File: config.mk
export PLATFORM = sky130hd
export DESIGN_NAME = spi_slave_if
export DESIGN_NICKNAME = d
export VERILOG_FILES = /design/src/rtl/spi_pkg.sv /design/src/rtl/spi_sync_edge.sv /design/src/rtl/spi_slave_if.sv
export SDC_FILE = /design/constraint.sdc
export NUM_CORES = 1
export LEC_CHECK = 0
export ABC_AREA = 1
export CORE_MARGIN = 2
export CORE_UTILIZATION = 50
export CTS_CLUSTER_SIZE = 8
export DETAILED_ROUTE_END_ITERATION = 7
export GPL_TIMING_DRIVEN = 1
export PLACE_DENSITY = 0.79
export SLEW_MARGIN = 10
export SYNTH_ARGS = -nofsm -noshare
export SYNTH_HDL_FRONTEND = slang
export SYNTH_SLANG_ARGS = --single-unit
File: constraint.sdc
create_clock -name clk -period 2.65 [get_ports clk]
set_input_delay 0.795 -clock clk [delete_from_list [all_inputs] [get_ports clk]]
set_output_delay 0.795 -clock clk [all_outputs]
set_load 0.005 [all_outputs]
File: src/rtl/spi_pkg.sv
// Shared types and defaults for the SPI slave endpoint.
package spi_pkg;

  localparam int unsigned SPI_DATA_W      = 8;
  localparam int unsigned SPI_SYNC_STAGES = 2;

  typedef enum logic {
    IDLE   = 1'b0,
    ACTIVE = 1'b1
  } spi_slv_state_t;

endpackage

File: src/rtl/spi_sync_edge.sv
// Multi-flop synchronizer with registered rise/fall pulses aligned to the
// synchronized level (pulse = synchronized value vs its previous value).
module spi_sync_edge
  import spi_pkg::*;
#(
  parameter int unsigned STAGES  = SPI_SYNC_STAGES,
  parameter logic        RST_VAL = 1'b0
) (
  input  logic clk,
  input  logic rst_n,
  input  logic din,
  output logic level,
  output logic rise,
  output logic fall
);

  logic [STAGES-1:0] chain;

  // The pulse compares the value about to become `level` with the current one,
  // so rise/fall assert in the same cycle the synchronized level changes.
  always_ff @(posedge clk or negedge rst_n) begin
    if (!rst_n) begin
      chain <= {STAGES{RST_VAL}};
      rise  <= 1'b0;
      fall  <= 1'b0;
    end else begin
      chain <= {chain[STAGES-2:0], din};
      rise  <= chain[STAGES-2] & ~chain[STAGES-1];
      fall  <= ~chain[STAGES-2] & chain[STAGES-1];
    end
  end

  assign level = chain[STAGES-1];

endmodule

File: src/rtl/spi_slave_if.sv
// SPI mode-0 slave endpoint, oversampled in the clk domain, with a one-entry
// transmit buffer and a one-cycle receive strobe.
module spi_slave_if
  import spi_pkg::*;
#(
  parameter int unsigned DATA_W      = SPI_DATA_W,
  parameter int unsigned SYNC_STAGES = SPI_SYNC_STAGES
) (
  input  logic              clk,
  input  logic              rst_n,
  input  logic              sclk,
  input  logic              ss_n,
  input  logic              mosi,
  output logic              miso,
  input  logic [DATA_W-1:0] tx_data,
  input  logic              tx_wr,
  output logic              tx_ready,
  output logic [DATA_W-1:0] rx_data,
  output logic              rx_valid,
  output logic              tx_underrun
);

  localparam int unsigned      CNT_W    = (DATA_W > 2) ? $clog2(DATA_W) : 1;
  localparam logic [CNT_W-1:0] LAST_BIT = CNT_W'(DATA_W - 1);

  spi_slv_state_t state, state_nxt;

  logic                   sclk_s, sclk_rise, sclk_fall;
  logic                   ss_s, ss_rise, ss_fall;
  logic [SYNC_STAGES-1:0] mosi_q;
  logic                   mosi_s;

  logic [CNT_W-1:0]  bit_cnt, bit_cnt_nxt;
  logic [DATA_W-1:0] rx_shift, rx_shift_nxt;
  logic [DATA_W-1:0] tx_shift, tx_shift_nxt;
  logic [DATA_W-1:0] tx_buf, tx_buf_nxt;
  logic [DATA_W-1:0] rx_data_nxt;
  logic              rx_valid_nxt, tx_underrun_nxt, tx_ready_nxt, miso_nxt;
  logic              load_c;
  logic              unused_sink;

  spi_sync_edge #(
    .STAGES  (SYNC_STAGES),
    .RST_VAL (1'b0)
  ) u_sclk_sync (
    .clk   (clk),
    .rst_n (rst_n),
    .din   (sclk),
    .level (sclk_s),
    .rise  (sclk_rise),
    .fall  (sclk_fall)
  );

  spi_sync_edge #(
    .STAGES  (SYNC_STAGES),
    .RST_VAL (1'b1)
  ) u_ss_sync (
    .clk   (clk),
    .rst_n (rst_n),
    .din   (ss_n),
    .level (ss_s),
    .rise  (ss_rise),
    .fall  (ss_fall)
  );

  // mosi needs only its level; same depth keeps it aligned with sclk edges.
  always_ff @(posedge clk or negedge rst_n) begin
    if (!rst_n) mosi_q <= '0;
    else        mosi_q <= {mosi_q[SYNC_STAGES-2:0], mosi};
  end

  assign mosi_s = mosi_q[SYNC_STAGES-1];

  always_ff @(posedge clk or negedge rst_n) begin
    if (!rst_n) state <= IDLE;
    else        state <= state_nxt;
  end

  always_comb begin
    state_nxt = state;
    unique case (state)
      IDLE:    if (ss_fall) state_nxt = ACTIVE;
      ACTIVE:  if (ss_rise) state_nxt = IDLE;
      default: state_nxt = IDLE;
    endcase
  end

  // Datapath next values; deselect takes priority over any sclk edge.
  always_comb begin
    bit_cnt_nxt     = bit_cnt;
    rx_shift_nxt    = rx_shift;
    tx_shift_nxt    = tx_shift;
    tx_buf_nxt      = tx_buf;
    rx_data_nxt     = rx_data;
    rx_valid_nxt    = 1'b0;
    tx_underrun_nxt = 1'b0;
    tx_ready_nxt    = tx_ready;
    load_c          = 1'b0;

    if (tx_wr && tx_ready) begin
      tx_buf_nxt   = tx_data;
      tx_ready_nxt = 1'b0;
    end

    unique case (state)
      IDLE: begin
        if (ss_fall) begin
          bit_cnt_nxt = '0;
          load_c      = 1'b1;
        end
      end
      ACTIVE: begin
        if (ss_rise) begin
          bit_cnt_nxt = '0;
        end else if (sclk_rise) begin
          rx_shift_nxt = {rx_shift[DATA_W-2:0], mosi_s};
          if (bit_cnt == LAST_BIT) begin
            rx_data_nxt  = rx_shift_nxt;
            rx_valid_nxt = 1'b1;
            bit_cnt_nxt  = '0;
          end else begin
            bit_cnt_nxt = bit_cnt + CNT_W'(1);
          end
        end else if (sclk_fall) begin
          tx_shift_nxt = {tx_shift[DATA_W-2:0], 1'b0};
          load_c       = (bit_cnt == '0);
        end
      end
      default: ;
    endcase

    // Load never coincides with an accepted write: a full buffer blocks tx_wr.
    if (load_c) begin
      if (!tx_ready) begin
        tx_shift_nxt = tx_buf;
        tx_ready_nxt = 1'b1;
      end else begin
        tx_shift_nxt    = '0;
        tx_underrun_nxt = 1'b1;
      end
    end

    miso_nxt = (state_nxt == ACTIVE) ? tx_shift_nxt[DATA_W-1] : 1'b0;
  end

  always_ff @(posedge clk or negedge rst_n) begin
    if (!rst_n) begin
      bit_cnt     <= '0;
      rx_shift    <= '0;
      tx_shift    <= '0;
      tx_buf      <= '0;
      rx_data     <= '0;
      rx_valid    <= 1'b0;
      tx_underrun <= 1'b0;
      tx_ready    <= 1'b1;
      miso        <= 1'b0;
    end else begin
      bit_cnt     <= bit_cnt_nxt;
      rx_shift    <= rx_shift_nxt;
      tx_shift    <= tx_shift_nxt;
      tx_buf      <= tx_buf_nxt;
      rx_data     <= rx_data_nxt;
      rx_valid    <= rx_valid_nxt;
      tx_underrun <= tx_underrun_nxt;
      tx_ready    <= tx_ready_nxt;
      miso        <= miso_nxt;
    end
  end

  assign unused_sink = ^{sclk_s, ss_s, rx_shift[DATA_W-1]};

endmodule

==> impl_metrics.csv, run 1 <==
group,metric,value,unit
status,status,"complete, no violations",
floorplanning,die_area,0.00447,mm2
final_layout,post-route-util,0.639,
sta,slew_headroom,0.749,
final_layout,final_cell_mix,"46 x dfrtp_1, 31 x nand2_1, 24 x clkdlybuf4s50_1",
yosys,syn_area,0.00198,mm2
floorplanning,die_h,66.9,um
sta,tightest_slew,0.376,ns
global_routing,use_met1,0.228,
worst_setup_path,critical_path.slowest_cell,"dfstp_2",
yosys,synth_fp_nets,203,
detailed_routing,ant_nets,0,
sta,tns,0,ns
global_routing,grt_max_degree,19,
floorplanning,core_area,0.00374,mm2
yosys,postSynthCellCount,186,
cts,cts_buffers,5,
detailed_routing,vias,1330,
cts,ctsHoldBuffers,0,
floorplanning,rows,22,
sta,whs,0.369,ns
yosys,synth-seq-area-share,0.622,
final_layout,nFillCells,308,
worst_setup_path,cp.required,1.86,ns
cts,cts_tree,"built",
worst_setup_path,crit_path_start_kind,"flip-flop",
sta,setup_viol,0,
cts,ctsResizeCount,0,
final_layout,final_common_cell,"dfrtp_1",
final_layout,antenna_cells,0,
floorplanning,initial_core_util,0.528,
global_routing,use_met2,0.274,
global_routing,grt_first_pass_wirelength,5730,um
final_layout,drive_gt1_frac,0.183,
placement,dp_cells,259,
hold_path,min_path_type,"flip-flop to flip-flop",
yosys,ys_seq_elements,49,
sta,fmax,461,MHz
run,cap_violations,0,
final_layout,final_cell_area,0.00239,mm2
worst_setup_path,crit_buf_inv,1,
worst_setup_path,worst-path-max-fanout,4,
final_layout,finalNonFillerCells,267,
sta,skew,0.00576,ns
yosys,avgSynthCellArea,10.6,um2
detailed_routing,first_pass_iters,4,
worst_setup_path,critPathCaptureType,"output port",
power_and_ir_drop,irDropWorstVdd,570,uV
yosys,synthDistinctLibCells,25,
cts,clkTransAtPathRegs,0.09,ns
placement,place.gp.congestion,0.802,
sta,rsz0062_at_grt,"no",
floorplanning,ios,26,
cts,numClockSinks,49,
power_and_ir_drop,cellPowerDensity,817,mW/mm2
sta,maxSlewViolCount,0,
cts,h-tree-depth,2,
global_routing,antenna_found_initial,0,
detailed_routing,drt-initial-drc-count,79,
cts,clock_path_buffers,2,
global_routing,grtUsageTotal,0.175,
yosys,ys_warn_count,0,
sta,period_share,0.819,
cts,post_cts_buffers,0,
worst_setup_path,cp_slowest_stage_delay,0.57,ns
global_routing,grt_pass1_vias,1316,
sta,hold_viol,0,
detailed_routing,wl,3220,um
detailed_routing,viasPerCell,4.98,
placement,place_area,0.00228,mm2
final_layout,syn_to_final_growth,20.9,%
detailed_routing,wl_per_cell,12.1,um
placement,portBuffers,25,
cts,root_buffer,"clkbuf_8",
final_layout,nets,235,
power_and_ir_drop,power.leakage,1.14,nW
floorplanning,die_w,66.9,um
placement,dpl.hpwl,2400,um
global_routing,busiest_layer,"met2",
detailed_routing,drc,0,
worst_setup_path,cp_cell_sequence,"clkdlybuf4s50_1",
cts,worstSkewPairLatency,0.30,ns
worst_setup_path,critical_path_class,"flip-flop to output port",
global_routing,grtUsageMet3,0.0456,
worst_setup_path,cp.arrival,1.38,ns
global_routing,grt_remaining_overflow,0,
sta,fin_crit,2.17,ns
worst_setup_path,critical-path-top-delay-family,"flip-flops",
-- sequential cells by signal, summed over array words and instances (netlist names), 2 cells and up --
signal             flops
tx_buf                 8
bit_cnt                3
mosi_q                 2
tx_shift               8
rx_shift               7
rx_data                8
u_sclk_sync.chain      2
u_ss_sync.chain        2
-- Yosys cell counts, drive strengths merged --
library cell | n | area (um2)
o21bai | 1 | 11.3
a21oi | 2 | 10.0
clkinv | 2 | 7.51
o21ai | 19 | 121
nand3 | 24 | 125
nand4 | 2 | 12.5
ha | 3 | 37.5
a21boi | 1 | 7.51
dfrtp | 46 | 1150
buf | 2 | 18.8
mux2 | 7 | 78.8
nand2 | 34 | 140
o22ai | 1 | 6.26
nor2 | 13 | 72.6
dfstp | 3 | 78.8
inv | 26 | 97.6
-- final timing paths --
path / start / to / slack, ns / cells past startpoint
max: tx_ready$_DFF_PN1_ / tx_ready / 0.48 / 1
min: mosi_q[0]$_DFF_PN0_ / mosi_q[1]$_DFF_PN0_ / 0.37 / 0
max reg2reg: bit_cnt[0]$_DFFE_PN0P_ / miso$_DFF_PN0_ / 1.18 / 7
min reg2reg: mosi_q[0]$_DFF_PN0_ / mosi_q[1]$_DFF_PN0_ / 0.37 / 0
max in group asynchronous: rst_n / u_ss_sync.chain[0]$_DFF_PN1_ / 1.65 / 2
min in group asynchronous: rst_n / u_sclk_sync.fall$_DFF_PN0_ / 0.40 / 1
-- layout make-up --
class,count,area (um2),share of cell area
tap,48,60.1,0.0251
sequential,49,1230,0.514
inverter,28,105,0.0440
clock buffer,5,68.8,0.0288
multi-input combinational,107,623,0.261
clock inverter,3,43.8,0.0183
timing repair buffer,27,260,0.109
-- layer usage --
metal  part of all wire  up-vias
li1                   -      661
met1               0.47      636
met2               0.47       27
met3              0.037        6
met4              0.022        0
met5                  0        -
-- power by group --
part	internal, mW	leakage [nW]	switching [mW]
logic	0.176	0.460	0.209
registers	0.937	0.622	0.110
clock network	0.283	0.0585	0.239
total	1.40	1.14	0.558
-- kinds of logic (layout without fill, tap and decap cells) --
logic type                 after synthesis  count (layout)  share of synthesized area
muxes                                    7               7                     0.0399
buffers and inverters                   30              63                     0.0627
and+or+nand+nor                         73              73                      0.177
DFF                                     49              49                      0.622
adders and majority gates                3               3                     0.0190
AOI/OAI and AO/OA                       24              24                     0.0791
-- per-stage QoR --
step                power, mW  worst slack, ns
floorplan                1.29             1.16
global placement         1.41            0.680
detailed placement       1.44            0.652
CTS                      1.97            0.467
global route             2.08            0.447
finish                   1.95            0.480
(Power assumes the default switching activity.)
==> run 2, diff against run 1 <==
CORE_UTILIZATION = 48   (was 50)
PLACE_DENSITY = 0.8   (was 0.79)
clock period = 1.8 ns   (was 2.65 ns; I/O delays follow)
==> run 2 against run 1 <==
  * Utilization down 2.8 points
  * First-iteration DRC count down 11%
  * Via count about the same
  * Critical path depth unchanged
  * Global-route usage down 0.80 points
  * Largest power group unchanged
==> impl_metrics.csv, run 2 (synthesis results as in run 1) <==
group,metric,value,unit
worst_setup_path,critical_path.slowest_cell,"clkdlybuf4s50_1",
cts,h-tree-depth,2,
power_and_ir_drop,cellPowerDensity,1240,mW/mm2
global_routing,use_met2,0.260,
global_routing,grt_max_degree,50,
worst_setup_path,r2r_cells,7,
sta,tns,0,ns
sta,skew,0.00575,ns
worst_setup_path,rr_startpoint,"bit_cnt[0]$_DFFE_PN0P_",
worst_setup_path,crit_path_start_kind,"flip-flop",
global_routing,busiest_layer,"met2",
global_routing,grt_remaining_overflow,0,
power_and_ir_drop,power,3.02,mW
worst_setup_path,r2r-end,"miso$_DFF_PN0_",
cts,numClockSinks,49,
cts,clkTransAtPathRegs,0.08,ns
sta,period_share,0.946,
floorplanning,rows,23,
cts,ctsHoldBuffers,0,
worst_setup_path,worst-path-max-fanout,2,
sta,rsz0062_at_grt,"no",
floorplanning,initial_core_util,0.498,
cts,root_buffer,"clkbuf_8",
placement,place.gp.congestion,0.791,
placement,portBuffers,25,
hold_path,min_path_type,"input pin to async pin",
sta,fin_crit,1.70,ns
worst_setup_path,crit_buf_inv,1,
global_routing,grtUsageTotal,0.167,
cts,worstSkewPairLatency,0.29,ns
worst_setup_path,cp.required,1.26,ns
sta,layout_setup_ws,0.0971,ns
final_layout,final_cell_mix,"46 x dfrtp_1, 31 x nand2_1, 23 x inv_1, 23 x nand3_1, 23 x clkdlybuf4s50_1",
detailed_routing,wl,3290,um
final_layout,syn_to_final_growth,22.7,%
final_layout,nFillCells,320,
status,status,"complete, no violations",
detailed_routing,viasPerCell,4.95,
cts,cts_tree,"built",
detailed_routing,drt-initial-drc-count,70,
sta,maxSlewViolCount,0,
sta,fmax,587,MHz
floorplanning,ios,26,
final_layout,nets,235,
cts,cts_buffers,5,
sta,slew_headroom,0.748,
sta,hold_viol,0,
detailed_routing,ant_nets,0,
worst_setup_path,cp_cell_sequence,"clkdlybuf4s50_1",
global_routing,grt_first_pass_wirelength,5670,um
worst_setup_path,critical-path-top-delay-family,"buffers and inverters",
final_layout,seq_area,0.00123,mm2
worst_setup_path,critical_path_class,"flip-flop to output port",
placement,place_area,0.00229,mm2
worst_setup_path,cp.arrival,1.16,ns
global_routing,use_met1,0.224,
worst_setup_path,cp_slowest_stage_delay,0.51,ns
detailed_routing,wl_per_cell,12.2,um
sta,tightest_slew,0.377,ns
final_layout,top_regs,"rx_data x8, tx_buf x8, tx_shift x8",
final_layout,drive_gt1_frac,0.183,
placement,dp_slack,0.0412,ns
global_routing,antenna_found_initial,0,
sta,setup_viol,0,
worst_setup_path,critPathCaptureType,"output port",
final_layout,final_common_cell,"dfrtp_1",
worst_setup_path,r2r_setup_slack,0.31,ns
floorplanning,core_area,0.00397,mm2
power_and_ir_drop,irDropWorstVdd,793,uV
detailed_routing,drc,0,
floorplanning,die_h,68.2,um
final_layout,multi_input_area,623,um2
run,cap_violations,0,
placement,dpl.hpwl,2290,um
detailed_routing,first_pass_iters,4,
final_layout,antenna_cells,0,
final_layout,final_cell_area,0.00243,mm2
floorplanning,die_w,68.2,um
cts,clock_path_buffers,2,
global_routing,grtUsageMet3,0.0444,
floorplanning,die_area,0.00465,mm2
detailed_routing,vias,1331,
power_and_ir_drop,power.leakage,1.16,nW
global_routing,grt_pass1_vias,1260,
run 2: layout make-up:
type	count	share of cell area
Sequential cell	49	0.507
Multi-Input combinational cell	107	0.257
Timing Repair Buffer	27	0.112
Inverter	28	0.0433
Clock buffer	5	0.0284
Clock inverter	3	0.0268
Tap cell	50	0.0258
run 2: worst max path at each step:
stage | endpoint | from | cells past startpoint | slack [ns]
CTS | rx_data[7] | rx_data[7]$_DFFE_PN0P_ | 1 | 0.08
global placement | tx_buf[5]$_DFFE_PN0P_ | tx_wr | 3 | 0.08
global route | rx_data[5] | rx_data[5]$_DFFE_PN0P_ | 1 | 0.04
finish | rx_data[7] | rx_data[7]$_DFFE_PN0P_ | 1 | 0.1
floorplan | miso$_DFF_PN0_ | bit_cnt[0]$_DFFE_PN0P_ | 7 | 0.55
detailed placement | tx_buf[5]$_DFFE_PN0P_ | tx_wr | 3 | 0.04
run 2: where the power goes:
part	switching (mW)	total, mW	internal (mW)
registers	0.149	1.53	1.38
logic	0.323	0.591	0.267
clock network	0.346	0.897	0.552
run 2: repair_timing:
action / CTS / global route
gates resized for setup: 1 / 0
endpoints found under the setup margin: 1 / 0
setup buffers: 1 / 0
run 2: per-layer routing:
| layer | routed length, um | up-vias |
|---|---|---|
| met3 | 92 | 4 |
| met1 | 1500 | 637 |
| met2 | 1650 | 28 |
| li1 | - | 662 |
| met5 | 0 | - |
| met4 | 41 | 0 |
run 2: through the flow:
stage,hold slack [ns],utilization,cells
floorplan,0.244,-,186
global placement,0.336,0.576,260
detailed placement,0.336,0.576,260
CTS,0.221,0.611,269
global route,0.221,0.611,269
finish,0.218,0.611,269
